==> config.mk <==
export PLATFORM = sky130hd
export DESIGN_NAME = fwd_scoreboard_unit_flat
export DESIGN_NICKNAME = d
export VERILOG_FILES = /design/src/rtl/fwd_scoreboard_unit_pkg.sv /design/src/rtl/fwd_scoreboard_unit_if.sv /design/src/rtl/fwd_scoreboard_unit_port_match.sv /design/src/rtl/fwd_scoreboard_unit.sv /design/src/flat_wrapper.sv
export SDC_FILE = /design/constraint.sdc
export NUM_CORES = 1
export LEC_CHECK = 0
export CAP_MARGIN = 10
export CORE_MARGIN = 8
export CORE_UTILIZATION = 28
export DETAILED_ROUTE_END_ITERATION = 8
export GPL_TIMING_DRIVEN = 0
export SLEW_MARGIN = 20
export SYNTH_ARGS = -nofsm -noshare
export SYNTH_HDL_FRONTEND = slang
export SYNTH_SLANG_ARGS = --single-unit
==> constraint.sdc <==
create_clock -name CLK -period 2.9 [get_ports CLK]
set_input_delay 0.725 -clock CLK [delete_from_list [all_inputs] [get_ports CLK]]
set_output_delay 0.725 -clock CLK [all_outputs]
set_load 0.02 [all_outputs]
==> src/rtl/fwd_scoreboard_unit_pkg.sv <==
// fwd_pkg: shared types and constants for the forwarding/hazard unit.
//   FWD_REGW     default register index width
//   FWD_REGFILE  forwarding select value meaning "read the register file"
//   sb_entry_t   one scoreboard entry {valid, wen, load, rd}
package fwd_pkg;

  localparam int unsigned FWD_REGW    = 5;
  localparam int unsigned FWD_REGFILE = 0;

  typedef struct packed {
    logic                valid;
    logic                wen;
    logic                load;
    logic [FWD_REGW-1:0] rd;
  } sb_entry_t;

endpackage

==> src/rtl/fwd_scoreboard_unit_if.sv <==
// fwd_scoreboard_unit_if: decode-side bundle for the forwarding/hazard unit.
//   master: decode (drives issue/operand info, reads selects and stall)
//   slave : fwd_scoreboard_unit
//   issue_valid/wen/load/rd  issuing instruction
//   rs_addr/rs_used          source operands, port r at [r*REGW +: REGW]
//   ext_stall/flush          pipeline control
//   fwd_sel/hazard_stall/issue_accept  unit results
interface fwd_scoreboard_unit_if
  import fwd_pkg::*;
#(
  parameter int unsigned NREAD = 2,
  parameter int unsigned REGW  = FWD_REGW,
  parameter int unsigned SELW  = 2
);

  logic                  issue_valid;
  logic                  issue_wen;
  logic                  issue_load;
  logic [REGW-1:0]       issue_rd;
  logic [NREAD*REGW-1:0] rs_addr;
  logic [NREAD-1:0]      rs_used;
  logic                  ext_stall;
  logic                  flush;
  logic [NREAD*SELW-1:0] fwd_sel;
  logic                  hazard_stall;
  logic                  issue_accept;

  modport master (
    output issue_valid, issue_wen, issue_load, issue_rd,
    output rs_addr, rs_used, ext_stall, flush,
    input  fwd_sel, hazard_stall, issue_accept
  );

  modport slave (
    input  issue_valid, issue_wen, issue_load, issue_rd,
    input  rs_addr, rs_used, ext_stall, flush,
    output fwd_sel, hazard_stall, issue_accept
  );

endinterface

==> src/rtl/fwd_scoreboard_unit_port_match.sv <==
// fwd_port_match: per-read-port youngest-producer priority encoder.
//   sb        scoreboard, index 0 = stage 1 (youngest)
//   rs, used  source register index and port-enable
//   sel       0 = register file, k = forward from stage k
//   too_young winning producer is a load not yet forwardable (sel forced 0)
module fwd_port_match
  import fwd_pkg::*;
#(
  parameter int unsigned NSTAGE     = 3,
  parameter int unsigned LOAD_STAGE = 2,
  parameter int unsigned REGW       = FWD_REGW,
  parameter int unsigned SELW       = 2
) (
  input  sb_entry_t [NSTAGE-1:0] sb,
  input  logic [REGW-1:0]        rs,
  input  logic                   used,
  output logic [SELW-1:0]        sel,
  output logic                   too_young
);

  logic        hit;
  logic        hit_load;
  int unsigned hit_stage;

  always_comb begin
    hit       = 1'b0;
    hit_load  = 1'b0;
    hit_stage = 0;
    // Scan oldest to youngest so a younger match overwrites an older one.
    for (int unsigned i = 0; i < NSTAGE; i++) begin
      if (sb[NSTAGE-1-i].valid && sb[NSTAGE-1-i].wen && (sb[NSTAGE-1-i].rd == rs)) begin
        hit       = 1'b1;
        hit_load  = sb[NSTAGE-1-i].load;
        hit_stage = NSTAGE - i;
      end
    end
    if (!used || (rs == '0)) hit = 1'b0;
    too_young = hit && hit_load && (hit_stage < LOAD_STAGE);
    sel       = (hit && !too_young) ? SELW'(hit_stage) : SELW'(FWD_REGFILE);
  end

endmodule

==> src/rtl/fwd_scoreboard_unit.sv <==
// fwd_scoreboard_unit: forwarding and load-use hazard unit beside decode.
// Keeps a shift-register scoreboard of in-flight writers, one entry per
// post-decode stage (stage 1 = execute ... stage NSTAGE = writeback).
//   CLK, nRST  clock, asynchronous active-low reset
//   bus        fwd_scoreboard_unit_if.slave (issue, operands, control, results)
//   stall_cnt, fwd_cnt  saturating performance counters, present only when
//                       FWD_PERF_EN is defined
// The scoreboard rd field width comes from fwd_pkg::FWD_REGW, so REGW must
// match it.
module fwd_scoreboard_unit
  import fwd_pkg::*;
#(
  parameter int unsigned NREAD      = 2,
  parameter int unsigned NSTAGE     = 3,
  parameter int unsigned LOAD_STAGE = 2,
  parameter int unsigned REGW       = FWD_REGW
) (
  input  logic                        CLK,
  input  logic                        nRST,
  fwd_scoreboard_unit_if.slave        bus
`ifdef FWD_PERF_EN
  ,
  output logic [31:0]                 stall_cnt,
  output logic [31:0]                 fwd_cnt
`endif
);

  localparam int unsigned SELW = $clog2(NSTAGE + 1);

  sb_entry_t [NSTAGE-1:0] sb;
  sb_entry_t              stage1_kept;
  sb_entry_t              issue_entry;
  logic [NREAD*SELW-1:0]  sel_all;
  logic [NREAD-1:0]       too_young;
  logic                   hazard;
  logic                   accept;

  for (genvar r = 0; r < NREAD; r++) begin : g_port
    fwd_port_match #(
      .NSTAGE     (NSTAGE),
      .LOAD_STAGE (LOAD_STAGE),
      .REGW       (REGW),
      .SELW       (SELW)
    ) u_match (
      .sb        (sb),
      .rs        (bus.rs_addr[r*REGW +: REGW]),
      .used      (bus.rs_used[r]),
      .sel       (sel_all[r*SELW +: SELW]),
      .too_young (too_young[r])
    );
  end

  assign hazard = (|too_young) && bus.issue_valid && !bus.flush;
  // Gated by nRST so no issue is reported accepted while reset is held.
  assign accept = bus.issue_valid && !hazard && !bus.ext_stall && !bus.flush && nRST;

  assign bus.fwd_sel      = sel_all;
  assign bus.hazard_stall = hazard;
  assign bus.issue_accept = accept;

  // Flush kills the stage-1 entry whether the pipe holds or shifts, so a
  // flushed instruction never becomes visible at stage 2.
  always_comb begin
    stage1_kept = sb[0];
    if (bus.flush) stage1_kept.valid = 1'b0;
  end

  always_comb begin
    issue_entry       = '0;
    issue_entry.valid = 1'b1;
    issue_entry.wen   = bus.issue_wen;
    issue_entry.load  = bus.issue_load;
    issue_entry.rd    = bus.issue_rd;
  end

  always_ff @(posedge CLK or negedge nRST) begin
    if (!nRST) begin
      sb <= '0;
    end else if (bus.ext_stall) begin
      sb[0] <= stage1_kept;
    end else begin
      for (int unsigned k = 1; k < NSTAGE; k++) begin
        if (k == 1) sb[k] <= stage1_kept;
        else        sb[k] <= sb[k-1];
      end
      sb[0] <= accept ? issue_entry : '0;
    end
  end

`ifdef FWD_PERF_EN
  always_ff @(posedge CLK or negedge nRST) begin
    if (!nRST) begin
      stall_cnt <= '0;
      fwd_cnt   <= '0;
    end else begin
      if (hazard && (stall_cnt != '1)) stall_cnt <= stall_cnt + 32'd1;
      if (accept && (|sel_all) && (fwd_cnt != '1)) fwd_cnt <= fwd_cnt + 32'd1;
    end
  end
`endif

endmodule
==> src/flat_wrapper.sv <==
// flat-port wrapper written by rule: the top's interface ports become plain ports
module fwd_scoreboard_unit_flat import fwd_pkg::*;
#(
  parameter int unsigned NREAD      = 2,
  parameter int unsigned NSTAGE     = 3,
  parameter int unsigned LOAD_STAGE = 2,
  parameter int unsigned REGW       = FWD_REGW
)
  (CLK, nRST, bus_issue_valid, bus_issue_wen, bus_issue_load, bus_issue_rd, bus_rs_addr, bus_rs_used, bus_ext_stall, bus_flush, bus_fwd_sel, bus_hazard_stall, bus_issue_accept);
  fwd_scoreboard_unit_if #(.NREAD(NREAD), .REGW(REGW)) bus_i ();
  input  logic CLK;
  input  logic nRST;
  input wire logic [$bits(bus_i.issue_valid)-1:0] bus_issue_valid;
  input wire logic [$bits(bus_i.issue_wen)-1:0] bus_issue_wen;
  input wire logic [$bits(bus_i.issue_load)-1:0] bus_issue_load;
  input wire logic [$bits(bus_i.issue_rd)-1:0] bus_issue_rd;
  input wire logic [$bits(bus_i.rs_addr)-1:0] bus_rs_addr;
  input wire logic [$bits(bus_i.rs_used)-1:0] bus_rs_used;
  input wire logic [$bits(bus_i.ext_stall)-1:0] bus_ext_stall;
  input wire logic [$bits(bus_i.flush)-1:0] bus_flush;
  output wire logic [$bits(bus_i.fwd_sel)-1:0] bus_fwd_sel;
  output wire logic [$bits(bus_i.hazard_stall)-1:0] bus_hazard_stall;
  output wire logic [$bits(bus_i.issue_accept)-1:0] bus_issue_accept;
  assign bus_i.issue_valid = bus_issue_valid;
  assign bus_i.issue_wen = bus_issue_wen;
  assign bus_i.issue_load = bus_issue_load;
  assign bus_i.issue_rd = bus_issue_rd;
  assign bus_i.rs_addr = bus_rs_addr;
  assign bus_i.rs_used = bus_rs_used;
  assign bus_i.ext_stall = bus_ext_stall;
  assign bus_i.flush = bus_flush;
  assign bus_fwd_sel = bus_i.fwd_sel;
  assign bus_hazard_stall = bus_i.hazard_stall;
  assign bus_issue_accept = bus_i.issue_accept;
  fwd_scoreboard_unit #(.NREAD(NREAD), .NSTAGE(NSTAGE), .LOAD_STAGE(LOAD_STAGE), .REGW(REGW)) u_core (.CLK(CLK), .nRST(nRST), .bus(bus_i));
endmodule
==> impl_metrics.ini <==
[run_status]
outcome = finished, violations left
violations = negative setup slack

[grt]
antenna_found_initial = 0
overflow = 0
grt_max_degree = 24
grt_first_pass_wirelength_um = 5490
grt_pass1_vias = 1137
grt.total_usage = 0.0964

[floorplanning]
fp.dieH_um = 84.3
num_rows = 25
start_util = 0.284
die_w_um = 84.3
core_area_um2 = 4600
dieArea_um2 = 7110
pin_count = 30

[placed_design]
port_buffers = 28
dp_worst_setup_slack_ps = -1220
gp_congestion = 0.889
post-place-cells = 199
dp_hpwl_um = 2730

[timing]
post-route-min-period_ps = 2980
setup_slack_ps = -77.6
slew_headroom = 0.635
finClkSkew_ps = 1.98
max_freq_mhz = 336
worst_slew_pin_slew_ps = 548
setup_viol = 2
final_max_slew_viol_count = 0
grt_setup_unrepaired = true
setup_tns_ps = -92.9
period_share = 1.03
hold_viol_final = 0

[layout]
layout_commonest_cell = dfrtp_1
fillers = 438
syn2layout_area_growth_pct = 36.1
largest_register_ffs = 22
antenna_cells = 0
reg_top3 = u_core.sb x22
layout_common_cells = dfrtp_1, xor2_1, xnor2_1, mux2_2, clkdlybuf4s50_1
utilization = 0.387
finalNonFillerCells = 207
drive_above_1_share = 0.327
max_flop_register = u_core.sb
nNetsFinal = 178

[worst_setup_path]
cp.required_ps = 2170
path_class = in -> out
path_max_fanout = 4
worst_setup_path_end_kind = output port
start_kind = primary input
worstPathArrival_ps = 2250

[cts]
numCtsBuffers = 3
clockBufferDepth = 2
root_buffer = clkbuf_8
cts.clk_slew.worst_paths_ps = 70
cts_htree_levels = 1
cts_tree = done
clkLatencyLatePin_ps = 260
numClockSinks = 22

[job]
cap_violations = 0

[detailed_routing]
ant_nets = 0
detail_route.vias_per_cell = 4.99
drt_iter0_markers = 50
wl_per_cell_um = 16.4
vias = 1033
drtPass1Iterations = 4
drc = 0
wirelength_um = 3390

[synth]
ys_seq_area_frac = 0.421
synth_fp_nets = 141
yosys_register_bits = 22
synth_cells = 117
ys_types = 30
syn_area_per_cell_um2 = 11.2
yosys_warnings = 0
synth_area_um2 = 1310

[power]
irDropWorstVdd_mv = 0.129
power.density_nw_per_um2 = 377
leakage_nw = 0.764

[min_path]
hp-class = reg -> reg
[final cells by class]
| cell class | instances | area (um2) | share of cell area |
|---|---|---|---|
| buffer | 3 | 11.3 | 0.00633 |
| clock buffer | 4 | 55.1 | 0.0309 |
| inverter | 2 | 7.51 | 0.00422 |
| multi-input combinational | 90 | 806 | 0.453 |
| sequential | 22 | 551 | 0.309 |
| tap | 54 | 67.6 | 0.0380 |
| timing repair buffer | 32 | 282 | 0.158 |
[per-stage QoR]
step | cell area [um2] | power [mW] | hold slack [ps]
2_1_floorplan | 1310 | 0.396 | 429
3_3_place_gp | 1660 | 0.454 | 493
3_5_place_dp | 1660 | 0.458 | 497
4_1_cts | 1760 | 0.679 | 515
5_1_grt | 1780 | 0.703 | 533
6_report | 1780 | 0.671 | 514
[final timing paths]
path / start / end / slack, ps / cells after the start
max: bus_rs_addr[2] / bus_issue_accept / -80 / 5
min: u_core.sb[23] / u_core.sb[23] / 510 / 1
max reg2reg: u_core.sb[3] / u_core.sb[5] / 760 / 7
min reg2reg: u_core.sb[23] / u_core.sb[23] / 510 / 1
max in group asynchronous: nRST / u_core.sb[16] / 2000 / 1
min in group asynchronous: nRST / u_core.sb[19] / 530 / 1
[critical path, cell delays in order]
cell,delay [ps]
clkdlybuf4s15_2,230
or4_4,540
o21a_2,250
a311oi_4,320
buf_6,170
[report_power, final]
part / switching, mW / total (mW) / internal [mW]
logic: 0.0543 / 0.119 / 0.0649
registers: 0.0181 / 0.338 / 0.320
clock network: 0.0927 / 0.214 / 0.121
[cell families after synthesis]
family                    Yosys count  share of synthesized area
AOI/OAI and AO/OA                  18                      0.120
xor gates and xnor gates           30                      0.201
buffers and inverters               5                     0.0144
DFF                                22                      0.421
muxes                              13                      0.112
and+or+nand+nor                    29                      0.132
[cells in the mapped netlist, drive strengths merged]
| library cell | instances | area [um2] |
|---|---|---|
| buf | 2 | 7.51 |
| or2 | 1 | 6.26 |
| o21ai | 3 | 18.8 |
| nand2 | 5 | 18.8 |
| o21bai | 1 | 7.51 |
| a211oi | 1 | 7.51 |
| o21a | 2 | 15.0 |
| clkbuf | 1 | 3.75 |
| nand4b | 1 | 8.76 |
| xnor2 | 13 | 114 |
| nand2b | 2 | 12.5 |
| a22o | 7 | 61.3 |
| nand4 | 4 | 25.0 |
| a31oi | 1 | 6.26 |
| nor2 | 3 | 11.3 |
| xor2 | 17 | 149 |
| nor3b | 2 | 15.0 |
| inv | 2 | 7.51 |
| a311oi | 1 | 26.3 |
| nand3 | 1 | 5.00 |
| a41oi | 1 | 8.76 |
| nor3 | 2 | 10.0 |
| or3 | 1 | 6.26 |
| nor4 | 4 | 31.3 |
| dfrtp | 22 | 551 |
| mux2 | 13 | 146 |
| a21oi | 1 | 5.00 |
| or4 | 3 | 22.5 |
[repair_timing]
action,CTS,global route
setup endpoints to repair,6,5
buffers inserted,2,2
hold endpoints to repair,0,0
resized for setup,70,8
pin swaps,7,8
hold buffers,0,0
[metal layers]
metal	part of all wire	track usage	up-vias
li1	-	-	504
met1	0.45	0.113	496
met2	0.48	0.157	26
met3	0.044	0.0203	7
met4	0.025	0.0571	0
met5	0	0	-
(Power assumes the default switching activity.)
